===== src/rtl/reg_write_scheduler.sv =====
// Register-write scheduler: queues SPI and sequencer writes and commits them in a burst aligned to SYNC_SLOT.
// Optional macro REG_SCHED_GLOBAL_BYPASS_EN: global registers (number bit 14 == 0) at the head skip the slot wait.
module reg_write_scheduler #(
    parameter int         DEPTH     = 8,
    parameter int         BURST_MAX = 16,
    parameter logic [7:0] SYNC_SLOT = 8'd0
) (
    input  logic                       i_Clock,
    input  logic                       i_Reset_n,
    input  logic [7:0]                 i_VoiceOperator,
    input  logic                       i_SPI_WriteEnable,
    input  logic [14:0]                i_SPI_WriteNumber,
    input  logic [15:0]                i_SPI_WriteValue,
    input  logic                       i_Seq_Valid,
    output logic                       o_Seq_Ready,
    input  logic [14:0]                i_Seq_WriteNumber,
    input  logic [15:0]                i_Seq_WriteValue,
    output logic                       o_RegisterWriteEnable,
    output logic [14:0]                o_RegisterWriteNumber,
    output logic [15:0]                o_RegisterWriteValue,
    output logic [$clog2(DEPTH):0]     o_Level,
    output logic                       o_Overflow,
    output logic                       o_Busy
);
    localparam int AW = $clog2(DEPTH);
    localparam int LW = AW + 1;
    localparam int BW = $clog2(BURST_MAX + 1);

    typedef enum logic [1:0] {
        S_IDLE      = 2'd0,
        S_WAIT_SYNC = 2'd1,
        S_DRAIN     = 2'd2
    } state_t;

    logic [30:0]   r_mem [DEPTH];
    logic [AW-1:0] r_wr_ptr;
    logic [AW-1:0] r_rd_ptr;
    logic [LW-1:0] r_level;
    logic          r_overflow;
    state_t        r_state;
    logic [BW-1:0] r_burst;
    logic          r_busy;
    logic          r_we;
    logic [14:0]   r_num;
    logic [15:0]   r_val;

    logic          w_not_full;
    logic          w_not_empty;
    logic          w_pop;
    logic          w_push_spi;
    logic          w_push_seq;
    logic          w_push;
    logic [30:0]   w_push_data;
    logic [30:0]   w_head;
    logic [LW-1:0] w_level_next;
    state_t        w_state_next;
    logic [BW-1:0] w_burst_next;

    assign w_not_full  = (r_level < LW'(DEPTH));
    assign w_not_empty = (r_level != '0);
    assign w_head      = r_mem[r_rd_ptr];

`ifdef REG_SCHED_GLOBAL_BYPASS_EN
    logic w_head_global;
    logic w_empty_after_pop;
    assign w_head_global     = ~w_head[30];
    // Only reachable with a single entry and no push this cycle (not full, so any request would be accepted).
    assign w_empty_after_pop = (r_level == LW'(1)) && !i_SPI_WriteEnable && !i_Seq_Valid;
`endif

    always_comb begin
        w_pop        = 1'b0;
        w_state_next = r_state;
        w_burst_next = r_burst;
        case (r_state)
            S_IDLE: begin
`ifdef REG_SCHED_GLOBAL_BYPASS_EN
                if (w_not_empty && w_head_global) begin
                    w_pop = 1'b1;
                end else if (w_not_empty) begin
                    w_state_next = S_WAIT_SYNC;
                end
`else
                if (w_not_empty) begin
                    w_state_next = S_WAIT_SYNC;
                end
`endif
            end
            S_WAIT_SYNC: begin
                if (i_VoiceOperator == SYNC_SLOT) begin
                    w_state_next = S_DRAIN;
                    w_pop        = w_not_empty;
                    w_burst_next = w_not_empty ? BW'(1) : '0;
                end
`ifdef REG_SCHED_GLOBAL_BYPASS_EN
                else if (w_not_empty && w_head_global) begin
                    w_pop = 1'b1;
                    if (w_empty_after_pop) begin
                        w_state_next = S_IDLE;
                    end
                end
`endif
            end
            S_DRAIN: begin
                if (!w_not_empty || (r_burst == BW'(BURST_MAX))) begin
                    w_state_next = S_IDLE;
                end else begin
                    w_pop        = 1'b1;
                    w_burst_next = r_burst + BW'(1);
                end
            end
            default: w_state_next = S_IDLE;
        endcase
    end

    // SPI wins the single push port; the sequencer only sees ready when SPI is quiet.
    assign o_Seq_Ready  = !i_SPI_WriteEnable && (w_not_full || w_pop);
    assign w_push_spi   = i_SPI_WriteEnable && (w_not_full || w_pop);
    assign w_push_seq   = i_Seq_Valid && o_Seq_Ready;
    assign w_push       = w_push_spi || w_push_seq;
    assign w_push_data  = i_SPI_WriteEnable ? {i_SPI_WriteNumber, i_SPI_WriteValue}
                                            : {i_Seq_WriteNumber, i_Seq_WriteValue};
    assign w_level_next = r_level + LW'(w_push) - LW'(w_pop);

    always_ff @(posedge i_Clock) begin
        if (w_push) begin
            r_mem[r_wr_ptr] <= w_push_data;
        end
    end

    always_ff @(posedge i_Clock or negedge i_Reset_n) begin
        if (!i_Reset_n) begin
            r_wr_ptr   <= '0;
            r_rd_ptr   <= '0;
            r_level    <= '0;
            r_overflow <= 1'b0;
            r_we       <= 1'b0;
            r_num      <= '0;
            r_val      <= '0;
        end else begin
            if (w_push) begin
                r_wr_ptr <= r_wr_ptr + AW'(1);
            end
            if (w_pop) begin
                r_rd_ptr <= r_rd_ptr + AW'(1);
                r_num    <= w_head[30:16];
                r_val    <= w_head[15:0];
            end
            r_we    <= w_pop;
            r_level <= w_level_next;
            if (i_SPI_WriteEnable && !w_push_spi) begin
                r_overflow <= 1'b1;
            end
        end
    end

    always_ff @(posedge i_Clock or negedge i_Reset_n) begin
        if (!i_Reset_n) begin
            r_state <= S_IDLE;
            r_burst <= '0;
            r_busy  <= 1'b0;
        end else begin
            r_state <= w_state_next;
            r_burst <= w_burst_next;
            r_busy  <= (w_state_next != S_IDLE);
        end
    end

    assign o_RegisterWriteEnable = r_we;
    assign o_RegisterWriteNumber = r_num;
    assign o_RegisterWriteValue  = r_val;
    assign o_Level               = r_level;
    assign o_Overflow            = r_overflow;
    assign o_Busy                = r_busy;

endmodule


===== config.mk =====
export PLATFORM = sky130hd
export DESIGN_NAME = reg_write_scheduler
export DESIGN_NICKNAME = d
export VERILOG_FILES = /design/src/rtl/reg_write_scheduler.sv
export SDC_FILE = /design/constraint.sdc
export NUM_CORES = 1
export LEC_CHECK = 0
export ABC_AREA = 1
export BUFFER_PORTS_ARGS = -buffer_cell sky130_fd_sc_hd__buf_2
export CELL_PAD_IN_SITES_DETAIL_PLACEMENT = 1
export CELL_PAD_IN_SITES_GLOBAL_PLACEMENT = 1
export CORE_MARGIN = 4
export CORE_UTILIZATION = 45
export CTS_BUF_LIST = sky130_fd_sc_hd__clkbuf_8 sky130_fd_sc_hd__clkbuf_16
export DETAILED_ROUTE_END_ITERATION = 16
export GPL_TIMING_DRIVEN = 0
export PLACE_DENSITY = 0.78
export SYNTH_ARGS = -nofsm -noshare
export SYNTH_HDL_FRONTEND = slang
export SYNTH_SLANG_ARGS = --single-unit

===== constraint.sdc =====
create_clock -name i_Clock -period 3.7 [get_ports i_Clock]
set_input_delay 0.555 -clock i_Clock [delete_from_list [all_inputs] [get_ports i_Clock]]
set_output_delay 0.555 -clock i_Clock [all_outputs]
set_load 0.01 [all_outputs]

==> Flow_metrics.wiki, run 1 <==
{| class="wikitable"
! Metric !! Value
|-
| Status || complete, no violations
|-
| Number of buffers between clock root and the deepest sink || 3
|-
| Largest incremental delay on the critical path || between 400 and 500 ps
|-
| Sum of routed wire length over all layers || 35.18 mm
|-
| DIE WIDTH || 174.3 um
|-
| Pre-CTS setup slack || between 800 and 900 ps
|-
| Number of buffers added to fix hold violations after cts || 0
|-
| Slowest stage cell on the critical path || dfrtp_1
|-
| Global-route wire length before repair || 54.13 mm
|-
| Leading cell type in the layout, fill and taps excluded || edfxtp_1
|-
| Kind of start point of the critical path || flip-flop
|-
| Maximum vdd drop || 0.3248 mV
|-
| Number of DRC violations after detailed-routing iteration 0 || around 620
|-
| Clk_skew || approximately 15 ps
|-
| Number of cells on the worst reg-to-reg path || 15
|-
| Register clock-pin slew on the reported worst setup and hold paths || approximately 60 ps
|-
| TritonCTS clock tree || yes
|-
| Fraction of the core area covered by cells at the end of the flow || 0.5453
|-
| Post-synthesis net count || approximately 1.1k
|-
| Worst relative slew slack || 0.4867
|-
| Reg2reg start || r_state[1]
|-
| Area share of the leading cell type in the synthesized netlist || 0.5987
|-
| Y dimension of the die || 174.3 um
|-
| CP bufs+invs || 4
|-
| Pleak || 5.592 nW
|-
| Vias || around 9k
|-
| Critical path type || reg -> out
|-
| Total congestion overflow || 0
|-
| Final weighted congestion in routability-driven placement || between 0.7 and 0.8
|-
| Core area || 27100 sq um
|-
| Req. time, crit path || around 3100 ps
|-
| Via count of the first global-routing pass || 9381
|-
| Clock sink count || about 300
|-
| Worst setup margin || approximately 700 ps
|-
| Cell area after placement || 13720 sq um
|-
| Number of cells upsized or downsized after cts || 0
|-
| Commonest cells after routing, fill and taps aside || 248 x edfxtp_1, 198 x nor2_1, 186 x nand2_1
|-
| Clock insertion delay at the later pin of the skew report || between 500 and 600 ps
|-
| Proportion of synthesized chip area in sequential cells || 0.7013
|-
| Total global routing track utilization || 0.2303
|-
| Transition time at the pin with the least slew margin || about 770 ps
|-
| DR DRC count || 0
|-
| Max-capacitance violation count || 0
|-
| Biggest area contributors in the synthesized netlist || edfxtp_1 60%, dfrtp_1 10%, nor2_1 6.2%
|-
| Post-Syn Area per Cell || 11.81 sq um
|-
| Start point of the critical path || r_state[1]
|-
| Fmax || ~0.33 GHz
|-
| Starting Density || 0.4590
|-
| Average wire per cell in the routed design || 21.96 um
|-
| Ratio of cells with drive above 1 in the final layout || 0.1920
|-
| HPWL reported at the end of detailed placement || between 20 and 25 mm
|-
| Kind of end point of the critical path || output port
|-
| Area added between synthesis and finish || 18.81%
|-
| Number of CTS-inserted buffers || 31
|-
| Post-synthesis sequential element count || 299
|-
| H-tree Lvls || 1
|-
| Buffer type at the clock tree root || clkbuf_16
|-
| Number of antenna violations at the first check in global routing || 1
|-
| Finish-stage setup viols || 0
|-
| Share of the clock period used by the worst path || 0.8119
|-
| Netlist Area Pre-Place || 12440 sq um
|-
| Arrival time of data at the critical path endpoint || about 2500 ps
|-
| Buffers inserted during post-CTS setup optimization || 0
|-
| Classification of the worst-slack hold path || in -> async
|-
| Number of placed I/O pins || 113
|-
| Worst hold slack || 82.65 ps
|-
| CP cell instances || inv_1 -> ha_1 -> inv_1 -> a21oi_1 -> nand2_2 -> nand2_4 -> nand2_8 -> buf_2 -> a21oi_1 -> buf_2
|-
| Area of the multi-input gates || 3337 sq um
|-
| Reg2reg setup slack || 960 ps
|-
| Max-slew violation count || 0
|-
| Largest fanout on the critical path || 10
|-
| Non-filler cells in the finished layout || 1602
|-
| Shortest period the worst path allows || between 3000 and 4000 ps
|-
| Filler cell count in the final layout || 2850
|-
| 1st-pass router iterations || 5
|-
| Largest net degree at the start of global routing || between 50 and 60
|-
| Std-Cell Rows || 60
|-
| Non-Filler Cell Area, Final || around 15000 sq um
|-
| Count of distinct cell types in the synthesized netlist || 33
|-
| Unrepaired setup endpoints after global routing || false
|-
| Ratio of total power to cell area || slightly above 700 nW/um^2
|-
| Register area || around 8700 sq um
|-
| Gate family responsible for the most delay along the worst path || buffers and inverters
|-
| Count of cell instances traversed by the critical path || 10
|-
| Destination of the worst register-to-register timing path || o_Level[2]
|-
| Die area || ~30000 sq um
|-
| Cell type with the largest total area after synthesis || edfxtp_1
|-
| Cell count after placement || between 1.5k and 2k
|-
| # port buffers || approximately 110
|-
| Number of warning messages in the yosys log || 0
|-
| Post-route antenna net violation count || 0
|-
| Number of vias per cell after detailed routing || ~5.5
|-
| Instance count of the mapped netlist || around 1.1k
|-
| Nets || roughly 1.3k
|-
| Endpoints failing hold || 0
|}
-- synthesized netlist by cell type (all sizes together) --
| master | n |
|---|---|
| ha | 13 |
| or2 | 2 |
| o21ai | 130 |
| edfxtp | 248 |
| fa | 1 |
| buf | 33 |
| xnor2 | 2 |
| o21bai | 1 |
| nor2 | 208 |
| nand2 | 192 |
| o211ai | 62 |
| a21oi | 6 |
| clkbuf | 28 |
| nand3 | 47 |
| inv | 24 |
| o22ai | 1 |
| dfrtp | 51 |
| xor2 | 4 |
-- state kept, by name, summed over array words and instances, names as in the netlist --
register               flops
r_mem                    248
o_RegisterWriteValue      16
o_RegisterWriteNumber     15
r_burst                    5
o_Level                    4
r_rd_ptr                   3
r_wr_ptr                   3
r_state                    2
o_Busy                     1
o_Overflow                 1
o_RegisterWriteEnable      1
-- power breakdown --
part	total (W)	switching [W]	internal (W)
combinational	0.00300	0.00208	0.000928
sequential	0.00442	0.000198	0.00422
clock	0.00318	0.00126	0.00191
-- logic make-up after synthesis --
group	share of synthesized area
buffers and inverters	0.03530
xor gates and xnor gates	0.004224
adders and majority gates	0.01469
DFF	0.7013
AOI/OAI and AO/OA	0.09415
and+or+nand+nor	0.1504
-- worst max-delay path by stage --
stage	slack (ps)	end
6_report	700	o_Seq_Ready
5_1_grt	580	o_Seq_Ready
4_1_cts	690	o_Seq_Ready
3_5_place_dp	900	o_Level[2]
3_3_place_gp	-850	r_mem[4][13]
2_1_floorplan	630	r_mem[2][0]
-- layer usage --
layer | share of wire | wire, um | GRT usage
met3 | 0.056 | 1961 | 0.03045
met1 | 0.42 | 14700 | 0.3012
met5 | 0 | 0 | 0
met4 | 0.028 | 976 | 0.07027
met2 | 0.50 | 17550 | 0.4023
-- stage by stage --
step | TNS, ps | power (W)
global route | 0 | 0.01113
floorplan | 0 | 0.006217
finish | 0 | 0.01060
global placement | -187680 | 0.007139
CTS | 0 | 0.01065
detailed placement | 0 | 0.007443
-- area by class of cell --
type	instances	area share
diodes	1	0.0001693
plain buffers	61	0.02294
clock buffers	37	0.05808
clock inverters	20	0.01338
inverters	24	0.006773
multi-input cells	669	0.2258
flip-flops and latches	299	0.5902
well taps	372	0.03149
repair buffers	119	0.05113
(Power assumes the default switching activity.)
==> run 2, diff against run 1 <==
CORE_UTILIZATION = 43   (was 45)
clock period = 2.64 ns   (was 3.7 ns; I/O delays follow)
==> Flow_metrics.wiki, run 2 (synthesis gave the netlist of run 1 again) <==
{| class="wikitable"
! Metric !! Value
|-
| Worst setup margin || about 140 ps
|-
| Area added between synthesis and finish || 20.56%
|-
| Commonest cells after routing, fill and taps aside || 248 x edfxtp_1, 198 x nor2_1, 186 x nand2_1
|-
| Fmax || 0.4007 GHz
|-
| Nets || roughly 1.3k
|-
| Clock Power Share || 0.312
|-
| Slowest stage cell on the critical path || dfrtp_1
|-
| Number of placed I/O pins || about 110
|-
| Cell count after placement || between 1.5k and 2k
|-
| CP cell instances || inv_2 -> ha_4 -> inv_1 -> a21oi_2 -> nand2_2 -> nand2_4 -> nand2_8 -> buf_6 -> a21oi_2 -> buf_2
|-
| Number of buffers between clock root and the deepest sink || 3
|-
| Starting Density || 0.4346
|-
| Classification of the worst-slack hold path || in -> reg
|-
| Clk_skew || between 20 and 30 ps
|-
| Largest net degree at the start of global routing || 52
|-
| Ratio of total power to cell area || between 1000 and 1500 nW/um^2
|-
| Maximum vdd drop || about 0.66 mV
|-
| 1st-pass router iterations || 5
|-
| Req. time, crit path || 2240 ps
|-
| Ratio of cells with drive above 1 in the final layout || 0.2058
|-
| Pre-CTS setup slack || -85.68 ps
|-
| Hold path start || i_Seq_WriteNumber[0]
|-
| Average wire per cell in the routed design || roughly 22 um
|-
| Total congestion overflow || 0
|-
| Arrival time of data at the critical path endpoint || 2100 ps
|-
| Register area || 8725 sq um
|-
| Sequential share of power || 0.407
|-
| Flip-flop count of the largest register after layout || 248
|-
| Endpoints failing hold || 0
|-
| Non-filler cells in the finished layout || 1623
|-
| Worst hold slack || just under 300 ps
|-
| Reg2reg start || r_state[1]
|-
| Pleak || roughly 5.7 nW
|-
| Largest incremental delay on the critical path || between 400 and 500 ps
|-
| Number of vias per cell after detailed routing || between 5 and 6
|-
| Area of the multi-input gates || ~3400 sq um
|-
| Number of antenna cells inserted || 0
|-
| Combinational fraction of design power || 0.282
|-
| Clock sink count || 299
|-
| Sum of routed wire length over all layers || approximately 36 mm
|-
| Number of DRC violations after detailed-routing iteration 0 || between 500 and 600
|-
| Psw || between 0.005 and 0.006 W
|-
| Gate family responsible for the most delay along the worst path || buffers and inverters
|-
| Internal Dissipation || 0.01018 W
|-
| Total global routing track utilization || 0.2241
|-
| Number of cells on the worst reg-to-reg path || 11
|-
| Die area || around 32000 sq um
|-
| Cells on Worst Hold Path || 3
|-
| Filler cell count in the final layout || just over 3k
|-
| Final weighted congestion in routability-driven placement || around 0.77
|-
| Kind of end point of the critical path || output port
|-
| Reg2reg setup slack || about 150 ps
|-
| DR DRC count || 0
|-
| Post-route antenna net violation count || 0
|-
| Worst relative slew slack || 0.4684
|-
| Vias || between 8k and 9k
|-
| Via count of the first global-routing pass || between 9k and 10k
|-
| Finish-stage setup viols || 0
|-
| Largest fanout on the critical path || 10
|-
| Register with the highest flop count || r_mem
|-
| Destination of the worst register-to-register timing path || r_mem[6][29]
|-
| Max-capacitance violation count || 0
|-
| Most frequent cell on the critical path || a21oi_2
|-
| Y dimension of the die || ~180 um
|-
| Global-route wire length before repair || approximately 54 mm
|-
| # port buffers || roughly 110
|-
| Core area || roughly 29000 sq um
|-
| CP bufs+invs || 4
|-
| Share of the clock period used by the worst path || 0.9453
|-
| Clock insertion delay at the later pin of the skew report || ~570 ps
|-
| Number of antenna violations at the first check in global routing || 0
|-
| Max-slew violation count || 0
|-
| WHS Endpoint || r_mem[5][16]
|-
| Number of CTS-inserted buffers || 31
|-
| Register clock-pin slew on the reported worst setup and hold paths || approximately 60 ps
|-
| DIE WIDTH || roughly 180 um
|-
| Critical path type || reg -> out
|-
| HPWL reported at the end of detailed placement || approximately 23 mm
|-
| Kind of start point of the critical path || flip-flop
|-
| Switching portion of total power || 0.3305
|-
| Transition time at the pin with the least slew margin || around 800 ps
|-
| Status || complete, no violations
|-
| H-tree Lvls || 1
|-
| Std-Cell Rows || just over 60
|-
| Leading cell type in the layout, fill and taps excluded || edfxtp_1
|-
| Buffer type at the clock tree root || clkbuf_16
|-
| Shortest period the worst path allows || roughly 2500 ps
|-
| TritonCTS clock tree || yes
|}
run 2: changes by cell type in the layout (fill, tap and decap cells not counted), sizes merged:
cell,previous run,this run
buf,152,160
bufinv,4,6
clkbuf,65,66
clkinv,8,9
clkinvlp,1,0
diode,1,0
dlygate4sd3,0,1
inv,31,29
run 2: worst max path at each step:
stage	start	to	slack, ps	cells past startpoint
finish	r_state[1]	o_Seq_Ready	140	10
global route	r_state[1]	r_mem[6][27]	-9	11
CTS	r_state[1]	o_Level[1]	20	15
detailed placement	r_state[1]	o_Level[1]	-90	15
global placement	o_Level[3]	r_mem[2][14]	-1810	9
floorplan	o_Level[3]	r_mem[2][0]	-430	9
run 2: worst reg2reg max path: cells and delay by family (launching register included):
| kind | cells | cell delay (ps) |
|---|---|---|
| AO/OA/AOI/OAI | 1 | 120 |
| buffers and inverters | 3 | 400 |
| adder cells (fa/ha/maj) | 1 | 140 |
| AND/OR/NAND/NOR | 6 | 1110 |
| flip-flops | 1 | 410 |
run 2: per-stage QoR:
stage | setup TNS, ps | power (W) | instance area [sq um] | utilization
after global routing | -42.56 | 0.01594 | 15000 | 0.5239
after global placement | -345360 | 0.01002 | 13480 | 0.4710
final | 0 | 0.01521 | 15000 | 0.5239
after CTS | 0 | 0.01520 | 14930 | 0.5214
after floorplan | -66290 | 0.008717 | 12450 | -
after detailed placement | -229.9 | 0.01038 | 13720 | 0.4792
run 2: power by group through the flow:
stage          Combinational [W]  Sequential (W)  Clock (W)
4_1_cts                  0.00423         0.00618    0.00479
5_1_grt                  0.00469         0.00624    0.00501
3_5_place_dp             0.00410         0.00628          0
2_1_floorplan            0.00243         0.00629          0
6_report                 0.00428         0.00618    0.00474
3_3_place_gp             0.00374         0.00628          0
run 2: timing repair:
action                                  4_1_cts  5_1_grt
resized for setup                             8        9
endpoints found under the setup margin       23       20
cloned                                        0        0
buffers inserted                              7        1
hold buffers                                  0        1
endpoints found under the hold margin         0       46
pin swaps                                     2        2
run 2: area by class of cell:
type | count | share of cell area
Buffer | 61 | 0.02303
Clock buffer | 38 | 0.05815
Clock inverter | 20 | 0.01660
Inverter | 24 | 0.006674
Multi-Input combinational cell | 669 | 0.2277
Sequential cell | 299 | 0.5818
Tap cell | 384 | 0.03204
Timing Repair Buffer | 128 | 0.05406
run 2: per-layer routing:
metal	part of all wire	GRT usage	vias to the layer above
met5	0	0	-
met4	0.017	0.05479	0
met3	0.056	0.03179	47
met2	0.51	0.4028	286
met1	0.42	0.2870	4437
li1	-	-	4018
==> run 3, diff against run 2 <==
ABC_AREA = not set   (was 1)
CORE_UTILIZATION = 45   (was 43)
PLACE_DENSITY = 0.76   (was 0.78)
SKIP_CTS_REPAIR_TIMING = 1   (was not set)
==> Flow_metrics.wiki, run 3 <==
{| class="wikitable"
! Metric !! Value
|-
| Status || complete, no violations
|-
| Synth Area in Compound Gates || 0.01762
|-
| Post-synthesis share of cell area spent on full adders, half adders and majority gates || 0.01461
|-
| Largest net degree at the start of global routing || 52
|-
| Post-synthesis sequential element count || ~300
|-
| Std-Cell Rows || 60
|-
| Classification of the worst-slack hold path || in -> reg
|-
| Cell count after placement || 1099
|-
| Finish-stage setup viols || 0
|-
| Kind of start point of the critical path || primary input
|-
| Arrival time of data at the critical path endpoint || 2870 ps
|-
| Power consumption || approximately 0.015 W
|-
| Number of DRC violations after detailed-routing iteration 0 || approximately 400
|-
| Clk_skew || about 21 ps
|-
| Destination of the worst register-to-register timing path || r_mem[0][18]
|-
| Largest fanout on the critical path || 11
|-
| Netlist Area Pre-Place || between 10000 and 15000 sq um
|-
| TritonCTS clock tree || yes
|-
| # port buffers || roughly 110
|-
| Worst relative slew slack || 0.2930
|-
| Most instantiated cells after synthesis || 248 x edfxtp_1, 65 x mux2_2, 56 x mux4_1, 51 x dfrtp_1, 28 x mux2_4
|-
| Share of the clock period used by the worst path || 0.9812
|-
| Biggest area contributors in the synthesized netlist || edfxtp_1 60%, mux4_1 12%, dfrtp_1 10%
|-
| Die area || 30510 sq um
|-
| End of the critical path || r_mem[0][18]
|-
| Ratio of total power to cell area || approximately 940 nW/um^2
|-
| Ratio of cells with drive above 1 in the final layout || 0.4405
|-
| Area added between synthesis and finish || 23.94%
|-
| TNS Setup || 0 ps
|-
| Flip-flop count of the largest register after layout || between 200 and 250
|-
| Cell type with the largest total area after synthesis || edfxtp_1
|-
| Vias || 6425
|-
| Start point of the critical path || i_SPI_WriteEnable
|-
| Basic-gate share of the synthesized area counting and, or, nand and nor cells || 0.02272
|-
| Number of antenna violations at the first check in global routing || 0
|-
| Fmax || between 0.3 and 0.4 GHz
|-
| Number of vias per cell after detailed routing || 5.413
|-
| Register area || between 8000 and 9000 sq um
|-
| Non-filler cells in the finished layout || between 1k and 1.5k
|-
| Register with the highest flop count || r_mem
|-
| Commonest cells after routing, fill and taps aside || 248 x edfxtp_1, 110 x buf_2, 65 x mux2_2
|-
| Number of buffers between clock root and the deepest sink || 3
|-
| Number of placed I/O pins || roughly 110
|-
| Top FF cell, synth || edfxtp_1
|-
| Endpoints failing hold || 0
|-
| Post-Syn Area per Cell || about 21 sq um
|-
| DIE WIDTH || between 150 and 200 um
|-
| HPWL reported at the end of detailed placement || about 19 mm
|-
| Maximum vdd drop || 0.5719 mV
|-
| Filler cell count in the final layout || 2421
|-
| Mux contribution to synthesized area || 0.2225
|-
| DR DRC count || 0
|-
| Number of CTS-inserted buffers || 31
|-
| Dominant combinational cell family by area after synthesis || multiplexers
|-
| Average wire per cell in the routed design || ~25 um
|-
| Largest incremental delay on the critical path || approximately 760 ps
|-
| Count of distinct cell types in the synthesized netlist || ~50
|-
| Number of antenna cells inserted || 0
|-
| Global-route wire length before repair || between 40 and 50 mm
|-
| Area share of the leading cell type in the synthesized netlist || 0.5957
|-
| Most common cell in the synthesized netlist || edfxtp_1
|-
| CP cell instances || clkbuf_1 -> nor2_1 -> o22ai_2 -> a21boi_4 -> buf_12 -> inv_8 -> buf_4 -> nor4_4 -> buf_6 -> buf_8
|-
| FFs w/ async S/R, synth || 0.1706
|-
| Nets || about 900
|-
| Buffer type at the clock tree root || clkbuf_16
|-
| 1st-pass router iterations || 4
|-
| Instance count of the mapped netlist || approximately 590
|-
| Number of synthesized flops with an enable pin || between 200 and 250
|-
| Number of cells on the worst reg-to-reg path || 11
|-
| Pre-CTS setup slack || -858.2 ps
|-
| Req. time, crit path || about 2900 ps
|-
| Leading cell type in the layout, fill and taps excluded || edfxtp_1
|-
| Total congestion overflow || 0
|-
| Starting Density || 0.4600
|-
| Clock insertion delay at the later pin of the skew report || slightly below 600 ps
|-
| Reg2reg start || r_state[0]
|-
| Clock sink count || 299
|-
| Critical path type || in -> reg
|-
| Reg2reg setup slack || slightly below 50 ps
|-
| Transition time at the pin with the least slew margin || 1061 ps
|-
| Core area || 27180 sq um
|-
| Post-route antenna net violation count || 0
|-
| Y dimension of the die || roughly 170 um
|-
| Max-capacitance violation count || 0
|-
| H-tree Lvls || 1
|-
| Final weighted congestion in routability-driven placement || between 0.7 and 0.8
|-
| Via count of the first global-routing pass || roughly 7.1k
|-
| XOR/XNOR Fraction of Synth Area || 0.004204
|-
| Sum of routed wire length over all layers || 29.45 mm
|-
| Proportion of synthesized chip area in sequential cells || 0.6978
|-
| Pleak || roughly 5.7 nW
|-
| Shortest period the worst path allows || 2590 ps
|-
| Register clock-pin slew on the reported worst setup and hold paths || around 70 ps
|-
| Area of the multi-input gates || 3740 sq um
|-
| Max-slew violation count || 0
|-
| Post-synthesis net count || 680
|-
| Kind of end point of the critical path || flip-flop
|-
| Number of warning messages in the yosys log || 0
|-
| Total global routing track utilization || 0.1898
|-
| Slowest stage cell on the critical path || clkbuf_1
|-
| Worst setup margin || 49.55 ps
|}
run 3: changes by cell type in the layout (fill, tap and decap cells not counted), moves of 27 or more:
| cell | change |
|---|---|
| nand3_1 | -27 |
| nor2_1 | -193 |
| mux4_1 | +56 |
| mux2_4 | +28 |
| o21ai_0 | -125 |
| o211ai_1 | -61 |
| nand2_1 | -183 |
| mux2_2 | +65 |
run 3: cells by family after synthesis:
logic type,after synthesis
DFF,299
muxes,157
buffers and inverters,44
and+or+nand+nor,39
AOI/OAI and AO/OA,33
adders and majority gates,14
xor gates and xnor gates,6
run 3: final cells by class:
| cell class | instances | share of cell area |
|---|---|---|
| well taps | 372 | 0.03004 |
| clock buffers | 36 | 0.05451 |
| repair buffers | 165 | 0.07494 |
| plain buffers | 28 | 0.01236 |
| clock inverters | 22 | 0.01817 |
| repair inverters | 1 | 0.0003230 |
| inverters | 15 | 0.004926 |
| multi-input cells | 249 | 0.2414 |
| flip-flops and latches | 299 | 0.5634 |
run 3: worst min path at each step:
stage | startpoint | to | cells after the start
after global placement | o_Overflow | o_Overflow | 1
final | i_Seq_WriteNumber[4] | r_mem[3][20] | 2
after CTS | i_Reset_n | o_RegisterWriteValue[2] | 1
after global routing | i_SPI_WriteValue[12] | r_mem[7][12] | 2
after detailed placement | o_Overflow | o_Overflow | 1
after floorplan | i_Reset_n | o_Busy | 0
run 3: power breakdown:
group          switching [W]  internal (W)
Clock                0.00185       0.00288
Combinational        0.00181       0.00179
Sequential          0.000326       0.00595
run 3: metal layers:
metal  GRT usage  share of wire  up-vias
met5           0              0        -
li1            -              -     2858
met1      0.2557           0.43     3362
met2      0.3315           0.51      174
met4     0.03961          0.017        0
met3     0.02899          0.040       31
run 3: worst max-delay path, delay by kind of cell:
family / cells / cell delay, ps
simple gates: 2 / 500
buf+inv: 6 / 1470
compound gates: 2 / 480
run 3: metrics by stage:
stage                 util  hold WS, ps  instance area (sq um)
floorplan                -        100.4                  12640
CTS                 0.5564        198.7                  15120
detailed placement  0.5150        476.5                  14000
global placement    0.5029        448.0                  13670
global route        0.5701        234.9                  15490
finish              0.5701        231.4                  15490
